**config.mk**
```make
export PLATFORM = sky130hd
export DESIGN_NAME = aes_seq_ctrl
export DESIGN_NICKNAME = d
export VERILOG_FILES = /design/src/rtl/aes_ctrl_pkg.sv /design/src/rtl/aes_seq_ctrl.sv
export SDC_FILE = /design/constraint.sdc
export NUM_CORES = 1
export LEC_CHECK = 0
export ABC_AREA = 1
export CAP_MARGIN = 20
export CORE_MARGIN = 3
export CORE_UTILIZATION = 46
export DETAILED_ROUTE_END_ITERATION = 10
export PLACE_DENSITY = 0.78
export SYNTH_ARGS = -nofsm -noshare
export SYNTH_HDL_FRONTEND = slang
export SYNTH_SLANG_ARGS = --single-unit
```
**constraint.sdc**
```tcl
create_clock -name clk -period 2.8 [get_ports clk]
set_clock_uncertainty 0.05 [all_clocks]
set_input_delay 0.42 -clock clk [delete_from_list [all_inputs] [get_ports clk]]
set_output_delay 0.42 -clock clk [all_outputs]
set_load 0.005 [all_outputs]
```
**src/rtl/aes_ctrl_pkg.sv**
```systemverilog
// aes_ctrl_pkg: state encoding, core address map and byte-lane helpers shared by
// the aes_seq_ctrl sequencer.
package aes_ctrl_pkg;

  typedef enum logic [2:0] {
    ST_IDLE      = 3'd0,
    ST_LOAD_DATA = 3'd1,
    ST_LOAD_KEY  = 3'd2,
    ST_RUN       = 3'd3,
    ST_READ      = 3'd4,
    ST_RESP      = 3'd5
  } aes_state_e;

  localparam int AES_BYTES  = 16;
  localparam int BLK_W      = 128;
  localparam int BYTE_IDX_W = 4;
  localparam int ADDR_W     = 5;

  localparam logic [ADDR_W-1:0] AES_DATA_BASE = 5'd0;
  localparam logic [ADDR_W-1:0] AES_KEY_BASE  = 5'd16;

  // Byte k of a block occupies bits [127-8k -: 8]; this returns the lane LSB.
  function automatic logic [6:0] byte_lsb(input logic [BYTE_IDX_W-1:0] idx);
    return 7'd120 - {idx, 3'b000};
  endfunction

  function automatic logic [7:0] byte_sel(input logic [BLK_W-1:0] blk,
                                          input logic [BYTE_IDX_W-1:0] idx);
    return blk[byte_lsb(idx) +: 8];
  endfunction

endpackage

```
**src/rtl/aes_seq_ctrl.sv**
```systemverilog
// aes_seq_ctrl: drives the byte-serial AES-128 core from a 128-bit request/response
// stream. Define AES_KEY_CACHE_EN to skip reloading an unchanged key.
module aes_seq_ctrl
  import aes_ctrl_pkg::*;
#(
  parameter int TIMEOUT_CYCLES = 1024,
  parameter int READ_LAT       = 1
) (
  input  logic         clk,
  input  logic         rst,
  input  logic         req_valid,
  output logic         req_ready,
  input  logic         req_decrypt,
  input  logic [127:0] req_block,
  input  logic [127:0] req_key,
  output logic         rsp_valid,
  input  logic         rsp_ready,
  output logic [127:0] rsp_block,
  output logic         rsp_err,
  output logic [4:0]   aes_addr,
  output logic [7:0]   aes_data_in,
  output logic         aes_wr_en,
  output logic         aes_start,
  output logic         aes_decrypt,
  input  logic [7:0]   aes_data_out,
  input  logic         aes_busy,
  input  logic         aes_done
);

  localparam int TO_W = (TIMEOUT_CYCLES > 1) ? $clog2(TIMEOUT_CYCLES) : 1;
  localparam int BC_W = $clog2(AES_BYTES + READ_LAT + 1);

  localparam logic [TO_W-1:0] TO_LAST   = TO_W'(TIMEOUT_CYCLES - 1);
  localparam logic [BC_W-1:0] LOAD_LAST = BC_W'(AES_BYTES - 1);
  localparam logic [BC_W-1:0] READ_LAST = BC_W'(AES_BYTES + READ_LAT - 1);
  localparam logic [BC_W-1:0] RD_FIRST  = BC_W'(READ_LAT);
  localparam logic [BC_W-1:0] BYTES_B   = BC_W'(AES_BYTES);

  aes_state_e            state_r, state_s;
  logic [BC_W-1:0]       byte_cnt_r;
  logic [TO_W-1:0]       to_cnt_r;
  logic [127:0]          block_r, key_r, rsp_block_r;
  logic                  dec_r, rsp_err_r;
  logic [BYTE_IDX_W-1:0] byte_idx_s, rd_idx_s;
  logic                  load_last_s, timeout_s, key_hit_s, busy_unused_s;

  assign byte_idx_s    = byte_cnt_r[BYTE_IDX_W-1:0];
  assign rd_idx_s      = byte_idx_s - BYTE_IDX_W'(READ_LAT);
  assign load_last_s   = (byte_cnt_r == LOAD_LAST);
  assign timeout_s     = (state_r == ST_RUN) && !aes_done && (to_cnt_r == TO_LAST);
  assign busy_unused_s = aes_busy;
  assign rsp_block     = rsp_block_r;
  assign rsp_err       = rsp_err_r;

`ifdef AES_KEY_CACHE_EN
  logic [127:0] key_cache_r;
  logic         key_cache_vld_r;

  assign key_hit_s = key_cache_vld_r && (key_cache_r == key_r);

  // Remember the key the core holds; a timeout leaves the core state unknown.
  always_ff @(posedge clk) begin
    if (rst) begin
      key_cache_r     <= '0;
      key_cache_vld_r <= 1'b0;
    end else if (timeout_s) begin
      key_cache_vld_r <= 1'b0;
    end else if (state_r == ST_LOAD_KEY && load_last_s) begin
      key_cache_r     <= key_r;
      key_cache_vld_r <= 1'b1;
    end else begin
      key_cache_r     <= key_cache_r;
      key_cache_vld_r <= key_cache_vld_r;
    end
  end
`else
  assign key_hit_s = 1'b0;
`endif

  // Next-state logic.
  always_comb begin
    state_s = state_r;
    case (state_r)
      ST_IDLE:      if (req_valid) state_s = ST_LOAD_DATA; else state_s = ST_IDLE;
      ST_LOAD_DATA: if (load_last_s) state_s = key_hit_s ? ST_RUN : ST_LOAD_KEY;
                    else state_s = ST_LOAD_DATA;
      ST_LOAD_KEY:  if (load_last_s) state_s = ST_RUN; else state_s = ST_LOAD_KEY;
      ST_RUN:       if (aes_done) state_s = ST_READ;
                    else if (timeout_s) state_s = ST_RESP;
                    else state_s = ST_RUN;
      ST_READ:      if (byte_cnt_r == READ_LAST) state_s = ST_RESP; else state_s = ST_READ;
      ST_RESP:      if (rsp_ready) state_s = ST_IDLE; else state_s = ST_RESP;
      default:      state_s = ST_IDLE;
    endcase
  end

  // State, counters, request latch and result assembly.
  always_ff @(posedge clk) begin
    if (rst) begin
      state_r     <= ST_IDLE;
      byte_cnt_r  <= '0;
      to_cnt_r    <= '0;
      block_r     <= '0;
      key_r       <= '0;
      dec_r       <= 1'b0;
      rsp_block_r <= '0;
      rsp_err_r   <= 1'b0;
    end else begin
      state_r <= state_s;
      // Byte counter restarts on every state change so each phase counts from 0.
      if (state_s != state_r) byte_cnt_r <= '0;
      else byte_cnt_r <= byte_cnt_r + BC_W'(1);
      if (state_r == ST_RUN) to_cnt_r <= to_cnt_r + TO_W'(1);
      else to_cnt_r <= '0;

      if (state_r == ST_IDLE && req_valid) begin
        block_r     <= req_block;
        key_r       <= req_key;
        dec_r       <= req_decrypt;
        rsp_block_r <= '0;
        rsp_err_r   <= 1'b0;
      end else if (timeout_s) begin
        rsp_block_r <= '0;
        rsp_err_r   <= 1'b1;
      end else if (state_r == ST_READ && byte_cnt_r >= RD_FIRST) begin
        rsp_block_r[byte_lsb(rd_idx_s) +: 8] <= aes_data_out;
      end
    end
  end

  // Output decode, driven purely from registered state.
  always_comb begin
    req_ready   = 1'b0;
    rsp_valid   = 1'b0;
    aes_addr    = 5'd0;
    aes_data_in = 8'd0;
    aes_wr_en   = 1'b0;
    aes_start   = 1'b0;
    aes_decrypt = 1'b0;
    case (state_r)
      ST_IDLE: req_ready = 1'b1;
      ST_LOAD_DATA: begin
        aes_wr_en   = 1'b1;
        aes_addr    = AES_DATA_BASE + {1'b0, byte_idx_s};
        aes_data_in = byte_sel(block_r, byte_idx_s);
        aes_decrypt = dec_r;
      end
      ST_LOAD_KEY: begin
        aes_wr_en   = 1'b1;
        aes_addr    = AES_KEY_BASE + {1'b0, byte_idx_s};
        aes_data_in = byte_sel(key_r, byte_idx_s);
        aes_decrypt = dec_r;
      end
      ST_RUN: begin
        aes_start   = 1'b1;
        aes_decrypt = dec_r;
      end
      ST_READ: begin
        aes_start   = 1'b1;
        aes_decrypt = dec_r;
        // Trailing READ_LAT cycles only wait for data; park on the last byte.
        if (byte_cnt_r < BYTES_B) aes_addr = AES_DATA_BASE + {1'b0, byte_idx_s};
        else aes_addr = AES_DATA_BASE + 5'd15;
      end
      ST_RESP: rsp_valid = 1'b1;
      default: req_ready = 1'b0;
    endcase
  end

endmodule

```
==> run summary <==
Status = complete, but fails checks
Violated checks = setup timing
Crit path launch type = flip-flop
Reg power frac = 0.428
Port bufs = 416
Core Util, Final = 0.646
Grt total ovfl = 0
Die ar. = 0.0424 mm2
Min Hold Slack = 178 ps
#FFs+latches synth = 404
CTS tree = yes
Post-route setup slack = -121 ps
Slowest cell on the critical path = dfxtp_2
Worst-Margin Slew = 1050 ps
CP endpoint kind = output port
Setup CP Type = flip-flop to output port
Synth area leaders = dfxtp_1 (44%), nand2_1 (16%), nand3_1 (9.0%)
Remaining antenna violation count = 0
Max Fclk = 0.342 GHz
Register area share after synthesis = 0.440
Slew margin rel. = 0.298
Yosys warnings = 0
Worst Hold Depth = 4
Die height = 206 um
Placed insts = 3521
Final setup viols = 11
Num CTS Buffers = 43
RR Startpoint = byte_cnt_r[0]
TNS Setup = -765 ps
Post-synth top area cell = dfxtp_1
Core box area = 0.0390 mm2
Fin crit share = 1.04
Die X = 206 um
Max-Cap Viols = 0
Hold endpoint = rsp_err
Initial antenna violation count = 14
Worst VDD drop = 0.000368 V
Vias in the first global route = 18557
Logic pwr share = 0.145
First DRT Iteration DRCs = 1871
Drt drc = 0
Fill cells = 3399
CP max FO = 5
Area delta synth->final = 37.2%
I/O Pins = 418
Worst Path Required = 2330 ps
Layout cells sized above 1 = 0.0783
Top-area cell type share of the netlist area = 0.440
Via count = 19659
Wire length per cell = 18.0 um
Post-Syn Nets = 3016
Multi-input logic area = 0.00909 mm2
Dpl hpwl = 44.4 mm
Sink Count = 404
Leakage = 9.92 nW
Clock buffer depth = 3
Global-route usage over all layers = 0.297
Worst min path class = input pin to flip-flop
# H-tree levels = 2
Syn Inst Count = 2738
Root Buffer = clkbuf_16
Std-Cell Rows = 72
Largest stage delay, worst path = 320 ps
Pre-Repair DR Iteration Count = 5
Min Tclk post-route = 2920 ps
Post-CTS Hold Buffers = 0
Worst Path Arrival = 2450 ps
Clk pwr share = 0.427
Storage cell area = 0.00809 mm2
Unique masters post-synth = 36
CP cell instances = inv_2 -> nand3_4 -> buf_12 -> buf_16 -> o211ai_1 -> nand2_1 -> nand2_1 -> nand2_1 -> nor2_1 -> nor2_1 -> nor2_1 -> buf_2
Starting Density = 0.471
Post-Layout Cell Count = 3634
Worst hold start = rst
Mean area per synthesized cell = 6.71 um2
FF-to-FF End = rsp_block[13]
Clock latency on the worst-skew pair = 560 ps
NumNets Final = 3352
P_int = 10.6 mW
First-pass GRT wire length = 99.8 mm
Largest net degree at the start of global routing = 214
Sw frac = 0.259
Reg2reg setup slack = 190 ps
Worst-path clk slew = 60 ps
Number of vias per cell = 5.41
Total Routed Length = 65.3 mm
Final Hold Viols = 0
RSZ-0062 raised after global routing = true
Routability congestion estimate from global placement = 0.878
Placement Setup Slack = -17.2 ps
Power density cells = 569 mW/mm2
Switching pwr = 3.71 mW
Synth Cell Area = 0.0184 mm2
Slew Viols, Final = 0
R2r worst-path depth = 12
worst max-delay path: cells and delay by family, from the launching register on:
family	cells	cell delay, ps
buffers and inverters	4	560
AND/OR/NAND/NOR	7	800
flip-flops	1	320
AO/OA/AOI/OAI	1	200
layout make-up:
| type | count | area share |
|---|---|---|
| Clock inverter | 13 | 0.00953 |
| Timing Repair Buffer | 493 | 0.208 |
| Antenna cell | 11 | 0.00109 |
| Multi-Input combinational cell | 1977 | 0.361 |
| Inverter | 155 | 0.0238 |
| Clock buffer | 63 | 0.0501 |
| Sequential cell | 404 | 0.321 |
| Tap cell | 518 | 0.0257 |
worst max-delay path by stage:
stage | end | slack (ps) | start | cells past startpoint
after CTS | aes_data_in[5] | -120 | state_r[0] | 14
after global routing | aes_data_in[2] | -210 | state_r[2] | 12
after global placement | aes_data_in[4] | -40 | state_r[0] | 11
final | aes_data_in[2] | -120 | state_r[2] | 12
after floorplan | rsp_block[120] | 20 | byte_cnt_r[0] | 18
after detailed placement | aes_data_in[4] | -20 | state_r[0] | 11
cells by family (layout without fill, tap and decap cells):
group	Yosys count	after routing	synth area share
AO/OA/AOI/OAI	401	401	0.115
XOR/XNOR	5	5	0.00238
adder cells (fa/ha/maj)	7	7	0.00477
buffers and inverters	357	724	0.0765
flip-flops	404	404	0.440
other	0	11	0
AND/OR/NAND/NOR	1564	1564	0.361
Yosys cell counts, drive strengths merged:
cell	instances
nand2	798
dfxtp	404
nor2	356
nand3	335
a21oi	284
inv	155
clkbuf	146
o21ai	76
buf	56
nand4	48
o211ai	36
nor3b	9
ha	7
nand3b	7
nor3	7
a21boi	3
xnor2	3
or2	2
xor2	2
a211oi	1
a31oi	1
and3	1
nor4	1
metrics by stage:
step	area (um2)	power (mW)
2_1_floorplan	18400	7.39
3_3_place_gp	23000	8.25
3_5_place_dp	23000	8.28
4_1_cts	25000	14.4
5_1_grt	25200	14.8
6_report	25200	14.3
what timing repair did:
action	CTS	global route
cloned	10	3
endpoints found under the setup margin	16	45
setup buffers	12	1
gates resized for setup	113	21
pin swaps	47	26
per-layer routing:
layer | global-route usage | share of wire
met1 | 0.378 | 0.39
met2 | 0.492 | 0.48
met3 | 0.0438 | 0.083
met4 | 0.148 | 0.045
met5 | 0 | 0.00040
power by group through the flow:
stage / Combinational, mW / Sequential (mW) / Clock (mW)
6_report: 2.08 / 6.13 / 6.12
5_1_grt: 2.28 / 6.15 / 6.41
4_1_cts: 2.05 / 6.13 / 6.18
3_3_place_gp: 2.00 / 6.24 / 0
3_5_place_dp: 2.03 / 6.25 / 0
2_1_floorplan: 1.17 / 6.21 / 0
state kept, by name, indices dropped and copies added (netlist names):
signal / count
rsp_block: 128
dec_r: 1
to_cnt_r: 10
rsp_err: 1
key_r: 128
block_r: 128
state_r: 3
byte_cnt_r: 5
layout by cell type, fill, tap and decap left out, types with 11 or more instances in the layout:
cell / count
clkbuf_1: 11
inv_1: 147
o21ai_0: 75
o211ai_1: 36
nor2_4: 12
nand3_1: 326
clkbuf_16: 48
dfxtp_1: 400
buf_12: 17
nor2_1: 327
nand2_2: 26
diode_2: 11
buf_16: 12
nand4_1: 48
buf_4: 36
nor2_2: 15
nand2_1: 767
clkdlybuf4s50_1: 399
a21oi_1: 283
(Power assumes the default switching activity.)
